==> src/rtl/internal_pkg.sv <==
// Shared types and register-window constants for the internal packet bus sync blocks.
// Offsets are relative to each channel's 4-word slot; CTRL bit indices select fields of the CTRL data word.
package internal_pkg;

    localparam int SB_ADDR_W = 16;

    localparam int SB_STRIDE = 4;
    localparam logic [1:0] SB_OFF_LOAD   = 2'd0;
    localparam logic [1:0] SB_OFF_RELOAD = 2'd1;
    localparam logic [1:0] SB_OFF_DEC    = 2'd2;
    localparam logic [1:0] SB_OFF_CTRL   = 2'd3;

    localparam int SB_CTRL_AUTO   = 0;
    localparam int SB_CTRL_STICKY = 1;
    localparam int SB_CTRL_CLR    = 2;

    typedef struct packed {
        logic                 valid;
        logic [SB_ADDR_W-1:0] addr;
        logic [63:0]          data;
    } t_if_internal;

    typedef struct packed {
        logic auto_reload;
        logic sticky;
    } t_sb_ctrl;

endpackage

==> src/rtl/sync_channel.sv <==
// One countdown channel: counter, reload value, control bits, sticky flag and registered zero event.
// hit_q is registered on the strobe edge; done is valid for the output registers on the following edge.
module sync_channel
    import internal_pkg::*;
#(
    parameter int CNT_W = 64
) (
    input  logic             clk,
    input  logic             reset,
    input  logic             ld,
    input  logic             rl,
    input  logic             dec,
    input  logic             cw,
    input  logic [CNT_W-1:0] data,
    input  logic [2:0]       ctrl_bits,
    output logic             done,
    output logic             hit_q
);

    t_sb_ctrl         ctrl;
    logic [CNT_W-1:0] counter;
    logic [CNT_W-1:0] reload;
    logic [CNT_W-1:0] counter_nxt;
    logic             hit;
    logic             flag;
    logic             flag_nxt;
    logic             clr_q;

    always_comb begin
        counter_nxt = counter;
        hit         = 1'b0;
        if (ld) begin
            counter_nxt = data;
            hit         = (data == '0) && (counter != '0);
        end else if (dec && (counter != '0)) begin
            if ((counter == CNT_W'(1)) && ctrl.auto_reload) begin
                counter_nxt = reload;
                hit         = 1'b1;
            end else begin
                counter_nxt = counter - CNT_W'(1);
                hit         = (counter == CNT_W'(1));
            end
        end
    end

    // Set beats a coincident clear so no zero event is dropped.
    assign flag_nxt = hit_q | (flag & ~clr_q);
    // Uses the flag value being written this edge so sticky and level modes share the same latency.
    assign done     = ctrl.sticky ? flag_nxt : (counter == '0);

    always_ff @(posedge clk or negedge reset) begin
        if (!reset) begin
            counter <= '1;
            reload  <= '1;
            ctrl    <= '0;
            flag    <= 1'b0;
            clr_q   <= 1'b0;
            hit_q   <= 1'b0;
        end else begin
            counter <= counter_nxt;
            hit_q   <= hit;
            flag    <= flag_nxt;
            clr_q   <= cw & ctrl_bits[SB_CTRL_CLR];
            if (rl) reload <= data;
            if (cw) begin
                ctrl.auto_reload <= ctrl_bits[SB_CTRL_AUTO];
                ctrl.sticky      <= ctrl_bits[SB_CTRL_STICKY];
            end
        end
    end

endmodule

==> src/rtl/sync_barrier.sv <==
// NUM_CH countdown channels on the internal bus with per-channel sync, event pulse and masked barrier.
// Outputs reflect a packet two edges after it is sampled; no backpressure, one packet per cycle.
module sync_barrier
    import internal_pkg::*;
#(
    parameter int NUM_CH    = 4,
    parameter int CNT_W     = 64,
    parameter int BASE_ADDR = 128
) (
    input  logic              clk,
    input  logic              reset,
    input  t_if_internal      pkt_in,
    output logic [NUM_CH-1:0] sync,
    output logic [NUM_CH-1:0] sync_pulse,
    output logic              barrier
);

    logic [NUM_CH-1:0]    ld, rl, dec, cw;
    logic                 mask_wr;
    logic                 in_win;
    logic [SB_ADDR_W-1:0] off;
    logic [NUM_CH-1:0]    mask;
    logic [NUM_CH-1:0]    done;
    logic [NUM_CH-1:0]    hit_q;

    always_comb begin
        ld      = '0;
        rl      = '0;
        dec     = '0;
        cw      = '0;
        off     = pkt_in.addr - SB_ADDR_W'(BASE_ADDR);
        in_win  = pkt_in.valid && (pkt_in.addr >= SB_ADDR_W'(BASE_ADDR));
        mask_wr = in_win && (off == SB_ADDR_W'(SB_STRIDE * NUM_CH));
        for (int ch = 0; ch < NUM_CH; ch++) begin
            if (in_win && (off[SB_ADDR_W-1:2] == (SB_ADDR_W-2)'(ch))) begin
                ld[ch]  = (off[1:0] == SB_OFF_LOAD);
                rl[ch]  = (off[1:0] == SB_OFF_RELOAD);
                dec[ch] = (off[1:0] == SB_OFF_DEC);
                cw[ch]  = (off[1:0] == SB_OFF_CTRL);
            end
        end
    end

    for (genvar g = 0; g < NUM_CH; g++) begin : g_ch
        sync_channel #(.CNT_W(CNT_W)) u_ch (
            .clk       (clk),
            .reset     (reset),
            .ld        (ld[g]),
            .rl        (rl[g]),
            .dec       (dec[g]),
            .cw        (cw[g]),
            .data      (pkt_in.data[CNT_W-1:0]),
            .ctrl_bits (pkt_in.data[2:0]),
            .done      (done[g]),
            .hit_q     (hit_q[g])
        );
    end

    always_ff @(posedge clk or negedge reset) begin
        if (!reset) begin
            mask       <= '0;
            sync       <= '0;
            sync_pulse <= '0;
            barrier    <= 1'b0;
        end else begin
            if (mask_wr) mask <= pkt_in.data[NUM_CH-1:0];
            sync       <= done;
            sync_pulse <= hit_q;
            barrier    <= (mask != '0) && (&(done | ~mask));
        end
    end

endmodule

==> config.mk <==
export PLATFORM = sky130hd
export DESIGN_NAME = sync_barrier
export DESIGN_NICKNAME = d
export VERILOG_FILES = /design/src/rtl/internal_pkg.sv /design/src/rtl/sync_channel.sv /design/src/rtl/sync_barrier.sv
export SDC_FILE = /design/constraint.sdc
export NUM_CORES = 1
export LEC_CHECK = 0
export BUFFER_PORTS_ARGS = -buffer_cell sky130_fd_sc_hd__buf_2
export CAP_MARGIN = 20
export CORE_MARGIN = 2
export CORE_UTILIZATION = 50
export CTS_CLUSTER_DIAMETER = 40
export DETAILED_ROUTE_END_ITERATION = 7
export PLACE_DENSITY_LB_ADDON = 0.05
export SYNTH_ARGS = -nofsm -noshare
export SYNTH_HDL_FRONTEND = slang
export SYNTH_HIERARCHICAL = 1
export SYNTH_SLANG_ARGS = --single-unit
==> constraint.sdc <==
create_clock -name clk -period 3.84 [get_ports clk]
set_input_delay 0.384 -clock clk [delete_from_list [all_inputs] [get_ports clk]]
set_output_delay 0.384 -clock clk [all_outputs]
set_load 0.02 [all_outputs]
; ---- Word-level counts from Yosys, hierarchy flattened
; Cells that the tools add are included.
[classes]
addsub = 5
n_mul = 0
div_mod_pow = 0
n_lt_le_gt_ge = 1
n_eq_ne = 11
shift = 0
mux = 44
bitwise_logic = 18
reduce_logical = 36
[ops]
columns = op, n
row1 = $mux W64, 12
row2 = $logic_not A64 Y1, 5
row3 = $eq A64 B1 Y1 const B, 4
row4 = $reduce_bool A64 Y1, 4
row5 = $sub A64 B1 Y64 const B, 4
row6 = $mux W1, 32
row7 = $eq A14 B2 Y1 const B, 2
row8 = $logic_and A1 B1 Y1, 19
row9 = $eq A16 B5 Y1 const B, 1
row10 = $ge A16 B8 Y1 const B, 1
row11 = $sub A16 B8 Y16 const B, 1
row12 = $eq A14 B1 Y1 const B, 1
row13 = $logic_not A14 Y1, 1
row14 = $and A1 B1 Y1, 8
row15 = $reduce_bool A2 Y1, 4
row16 = $eq A2 B2 Y1 const B, 2
row17 = $not A1 Y1, 4
row18 = $not A4 Y4, 1
row19 = $or A1 B1 Y1, 4
row20 = $or A4 B4 Y4, 1
row21 = $reduce_and A4 Y1, 1
row22 = $reduce_bool A4 Y1, 1
row23 = $eq A2 B1 Y1 const B, 1
row24 = $logic_not A2 Y1, 1
[word_totals]
ff_bits = 545
latchBits = 0
ramBits = 0
rom_bits = 0
out_inout_bits = 9
word_cells = 147
memories = 0

; ---- Longest topological paths before layout
[logic_depth]
depth_word = 7
mapped_depth = 16
depth_no_buf = 13

; ---- Hierarchy
; The synthesis kept the hierarchy.
[by_module_without_submodules]
columns = module, n_inst, cells_each, area_per_inst_um2, seq_area_each_um2
row1 = sync_channel (g_ch[2].u_ch ...), 2, 795, 7968.9, 3488.3
row2 = sync_channel (g_ch[0].u_ch ...), 2, 798, 7718.7, 3488.3
row3 = sync_barrier, 1, 94, 950.9, 325.3

; ---- Least setup slack after synthesis
; OpenSTA, ideal clock, no wires.
[synth_timing]
kind = input to register
from = input pkt_in[71] (netlist name)
to = register g_ch[1].u_ch.counter[15]
setup_ns = 0.060
arrival_ns = 3.174
required_time_ns = 3.780
setup_slack_ns = 0.606
path_stages = 15
path_cell_list = inv_1 > ha_1 > or2_0 > a211o_1 > and2_1 > buf_6 > buf_6 > nor4_2 > clkbuf_1 > o21a_1 > clkbuf_1 > clkbuf_1 > nor2_1 > a2111oi_0 > a21o_1
[synth_between]
elab_chain_cells = 6
[synth_lines]
columns = element, line_no
row1 = from (decl), sync_barrier.sv:12  ; input t_if_internal pkt_in,
row2 = $sub A16 B8 Y16 / $ge A16 B8 Y1 (equally long branches), "sync_barrier.sv:31, sync_barrier.sv:32"
row3 = $eq A14 B1 Y1 / $logic_and A1 B1 Y1 (equally long branches), "sync_barrier.sv:35, sync_barrier.sv:32"
row4 = $logic_and A1 B1 Y1 *, sync_barrier.sv:35  ; if (in_win && (off[SB_ADDR_W-1:2] == (SB_ADDR_W-2)'(ch))) begin
row5 = $mux W1 *, sync_barrier.sv:35
row6 = net dec[1], sync_barrier.sv:18  ; logic [NUM_CH-1:0] ld, rl, dec, cw;
row7 = $logic_and A1 B1 Y1 *, sync_channel.sv:35  ; end else if (dec && (counter != '0)) begin
row8 = $reduce_bool A2 Y1 (no line) *, --
row9 = to (signal assigned), sync_channel.sv:60  ; counter <= counter_nxt;
row10 = to (decl), sync_channel.sv:21  ; logic [CNT_W-1:0] counter;
; The timed path passes the listed nets; every way through them passes the cells marked *.
; A chain may end at the register's enable or synchronous reset.

; ---- Final worst setup path
[layout_timing]
from = register g_ch[3].u_ch.counter[28]
to = register g_ch[3].u_ch.counter[43]
[layout_between]
elab_chain_cells = 5
[layout_lines]
columns = element, line_no
row1 = from (decl), sync_channel.sv:21
row2 = from (signal assigned), sync_channel.sv:60
row3 = "parallel branches: the longest is 5 deep, another holds $sub A64 B1 Y64", --
; Parallel ways; which one is timed is not known. The select of a mux whose other input is x is not followed.

==> impl_metrics.sql <==
INSERT INTO impl_metrics (metric_group, metric, value, unit) VALUES
('outcome', 'status', 'complete, no violations', ''),
('placed_design', 'numPlacedInstances', '4135', ''),
('synthesis', 'yosysTopAreaCellShare', '41.6', '%'),
('floorplanning', 'horizontal_extent_of_the_die', '258', 'um'),
('floorplanning', 'initial_utilization', '50.3', '%'),
('global_routing', 'grt_pass1_vias', '28200', ''),
('floorplanning', 'die_h', '258', 'um'),
('synthesis', 'post_synth_most_frequent_cells', 'sky130_fd_sc_hd__dfstp_2 (512), sky130_fd_sc_hd__nor2_1 (308), sky130_fd_sc_hd__mux2_2 (288)', ''),
('pwr', 'p_per_area', '420', 'nW/um^2'),
('setup_path', 'worst_path_max_delay_cell', 'sky130_fd_sc_hd__or4_4', ''),
('setup_path', 'critical_path_peak_fanout', '28', ''),
('setup_path', 'cpPeakStageDelay', '570', 'ps'),
('sta', 'layout_worst_path_cycle_share', '90.5', '%'),
('clock_tree', 'clk_latency', '660', 'ps'),
('floorplanning', 'floorplan.io_pins', '92', ''),
('finish', 'stdcell_count', '4335', ''),
('floorplanning', 'die-area', '66700', 'sq um'),
('finish', 'final_core_utilization', '59.0', '%'),
('pwr', 'cellLeakagePower', '0.0156', 'uW'),
('synthesis', 'synth.most_common_cell', 'sky130_fd_sc_hd__dfstp_2', ''),
('synthesis', 'synth_top_area_cell', 'sky130_fd_sc_hd__dfstp_2', ''),
('global_routing', 'largest_net_degree_at_the_start_of_global_routing', '115', ''),
('setup_path', 'worst_path_arrival_time', '4010', 'ps'),
('global_routing', 'grt_first_pass_wirelength', '174000', 'um'),
('clock_tree', 'clk_root_buffer_cell', 'sky130_fd_sc_hd__clkbuf_16', ''),
('routing', 'remaining_drc_errors', '0', ''),
('synthesis', 'synth_top_flop_cell', 'sky130_fd_sc_hd__dfstp_2', ''),
('synthesis', 'fraction_of_registers_with_async_set_or_reset_after_synthesis', '100', '%'),
('placed_design', 'gpl.final_weighted_congestion', '0.889', ''),
('setup_path', 'critical_path.endpoint_type', 'flop', ''),
('clock_tree', 'clkSinkCount', '545', ''),
('placed_design', 'numPortBuffers', '91', ''),
('setup_path', 'timing.critical_path.required', '4380', 'ps'),
('sta', 'worstMarginPinSlew', '1010', 'ps'),
('routing', 'drt_pre_antenna_iters', '8', ''),
('sta', 'maxClockFrequency', '288', 'MHz'),
('synthesis', 'postSynthNetCount', '3372', ''),
('clock_tree', 'tritoncts', 'yes', ''),
('sta', 'max_slew_margin', '32.8', '%'),
('sta', 'report.final.setup_viol', '0', ''),
('routing', 'final_antenna_net_count', '0', ''),
('synthesis', 'synth_edf_count', '0', ''),
('sta', 'final.min_clock_period', '3480', 'ps'),
('global_routing', 'globalRouteTotalUtil', '34.1', '%'),
('routing', 'detailedRoute.firstIterationViolations', '2572', ''),
('clock_tree', 'clk_path_buf_depth', '3', ''),
('routing', 'wirelength', '115000', 'um'),
('run', 'maxCapViolCount', '0', ''),
('placed_design', 'dpl.hpwl', '71000', 'um'),
('sta', 'finalHoldViolCount', '0', ''),
('synthesis', 'avgSynthCellArea', '9.86', 'sq um'),
('setup_path', 'worstPathBufferInverterCount', '1', ''),
('sta', 'tns', '0', 'ps'),
('clock_tree', 'cts_made_buffers', '104', ''),
('finish', 'fin_nets', '3479', ''),
('sta', 'postLayoutSetupSlackWorst', '365', 'ps'),
('routing', 'via_per_inst', '6.59', ''),
('global_routing', 'global_route.overflow_total', '0', ''),
('setup_path', 'cp_common_cell', 'sky130_fd_sc_hd__or4_4', ''),
('clock_tree', 'cts_h_tree_lvls', '3', ''),
('sta', 'timing_max_transition_violations_final', '0', ''),
('synthesis', 'post_synthesis_cells', '3280', ''),
('setup_path', 'crit_family', 'simple AND/OR/NAND/NOR gates', ''),
('setup_path', 'path_cells', 'or4_4 -> or4_4 -> nor3_4 -> a31o_2 -> buf_4 -> nor2_1 -> o41ai_2', ''),
('floorplanning', 'floorplan.rows', '93', ''),
('setup_path', 'crit_path_start_kind', 'flop', ''),
('placed_design', 'pre_cts_ws', '155', 'ps'),
('pwr', 'vdd_drop_max', '0.370', 'mV'),
('synthesis', 'yosysWarnings', '6', ''),
('clock_tree', 'post_cts.repair.setup_buffers', '0', ''),
('global_routing', 'grt_antenna_before_repair', '8', '');
==> repair_timing <==
| item | 4_1_cts | 5_1_grt |
|---|---|---|
| endpoints found under the hold margin | 15 | 0 |
| hold buffers | 1 | 0 |
| resized for setup | 0 | 0 |
| endpoints found under the setup margin | 0 | 0 |
==> per-stage QoR <==
stage	area [sq um]	hold slack, ps
4_1_cts	37900	124
3_5_place_dp	34200	381
3_3_place_gp	34200	372
2_1_floorplan	32300	88.4
5_1_grt	37900	187
6_report	37900	187
==> metal layers <==
metal | routed length [um] | GRT usage (%) | part of all wire, % | up-vias
met3 | 11300 | 9.33 | 9.8 | 345
met1 | 46700 | 44.3 | 41 | 14300
met2 | 51100 | 52.5 | 44 | 1348
li1 | - | - | - | 12600
met5 | 78 | 0.641 | 0.068 | -
met4 | 5990 | 16.7 | 5.2 | 8
==> path summary, 6_finish.rpt <==
check,from,end,slack [ps],cells past startpoint
max,g_ch[3].u_ch/counter[28],g_ch[3].u_ch/counter[43],360,7
min,pkt_in[20],g_ch[2].u_ch/counter[20],190,3
max reg2reg,g_ch[3].u_ch/counter[28],g_ch[3].u_ch/counter[43],360,7
min reg2reg,g_ch[1].u_ch/hit_q,sync_pulse[1],390,0
max in group asynchronous,reset,g_ch[0].u_ch/counter[26],2330,3
min in group asynchronous,reset,mask[2],490,2
==> layout make-up <==
cell class | instances | area (sq um)
diodes | 5 | 12.5
clock buffers | 127 | 2870
clock inverters | 67 | 772
fillers | 5549 | 26300
inverters | 87 | 327
multi-input cells | 2424 | 16800
flip-flops and latches | 545 | 14300
well taps | 855 | 1070
repair buffers | 225 | 1750
==> report_power, final <==
group | switching (uW) | internal (uW) | total (uW) | leakage (uW)
clock | 3350 | 6050 | 9400 | 0.00176
combinational | 604 | 134 | 738 | 0.00810
sequential | 5.80 | 5790 | 5790 | 0.00573
==> state kept, by name, indices dropped and copies added, names as in the netlist, 4 cells and up <==
signal             flops
mask                   4
g_ch.u_ch/clr_q        4
sync                   4
g_ch.u_ch/flag         4
g_ch.u_ch/reload     256
sync_pulse             4
g_ch.u_ch/ctrl         8
g_ch.u_ch/hit_q        4
g_ch.u_ch/counter    256
==> worst min-delay path: cells and delay by family <==
family,cells,cell delay (ps)
buf+inv,2,370
compound gates,1,70
==> logic make-up after synthesis <==
family	Yosys count	share of synthesized area (%)
AOI/OAI and AO/OA	765	16.8
xor gates and xnor gates	63	1.71
muxes	325	11.3
buffers and inverters	311	4.25
adders and majority gates	9	0.348
DFF	545	44.2
and+or+nand+nor	1262	21.5
==> cells in the final DEF, fill, tap and decap left out, types with 22 or more instances in the layout <==
| cell type | count |
|---|---|
| sky130_fd_sc_hd__a221o_1 | 28 |
| sky130_fd_sc_hd__dfstp_2 | 512 |
| sky130_fd_sc_hd__nand3_1 | 63 |
| sky130_fd_sc_hd__dfrtp_1 | 33 |
| sky130_fd_sc_hd__buf_2 | 90 |
| sky130_fd_sc_hd__nor4_1 | 140 |
| sky130_fd_sc_hd__xor2_1 | 24 |
| sky130_fd_sc_hd__nand2_1 | 236 |
| sky130_fd_sc_hd__or4_1 | 44 |
| sky130_fd_sc_hd__a21o_1 | 36 |
| sky130_fd_sc_hd__a21oi_1 | 138 |
| sky130_fd_sc_hd__nand4_1 | 58 |
| sky130_fd_sc_hd__o21ai_1 | 24 |
| sky130_fd_sc_hd__xnor2_1 | 39 |
| sky130_fd_sc_hd__o22ai_1 | 28 |
| sky130_fd_sc_hd__a221oi_1 | 28 |
| sky130_fd_sc_hd__a2bb2oi_1 | 36 |
| sky130_fd_sc_hd__nor3_1 | 142 |
| sky130_fd_sc_hd__buf_4 | 111 |
| sky130_fd_sc_hd__or3_1 | 44 |
| sky130_fd_sc_hd__o21ai_0 | 156 |
| sky130_fd_sc_hd__buf_12 | 22 |
| sky130_fd_sc_hd__mux2i_1 | 32 |
| sky130_fd_sc_hd__nor3b_1 | 38 |
| sky130_fd_sc_hd__o31ai_1 | 26 |
| sky130_fd_sc_hd__a211oi_1 | 54 |
| sky130_fd_sc_hd__nor2_1 | 302 |
| sky130_fd_sc_hd__mux2_2 | 288 |
| sky130_fd_sc_hd__inv_1 | 87 |
| sky130_fd_sc_hd__clkbuf_16 | 107 |
| sky130_fd_sc_hd__nor2b_1 | 42 |
| sky130_fd_sc_hd__o41ai_1 | 38 |
| sky130_fd_sc_hd__nand2b_1 | 22 |
Note: power is estimated with default switching activity, not from simulation.
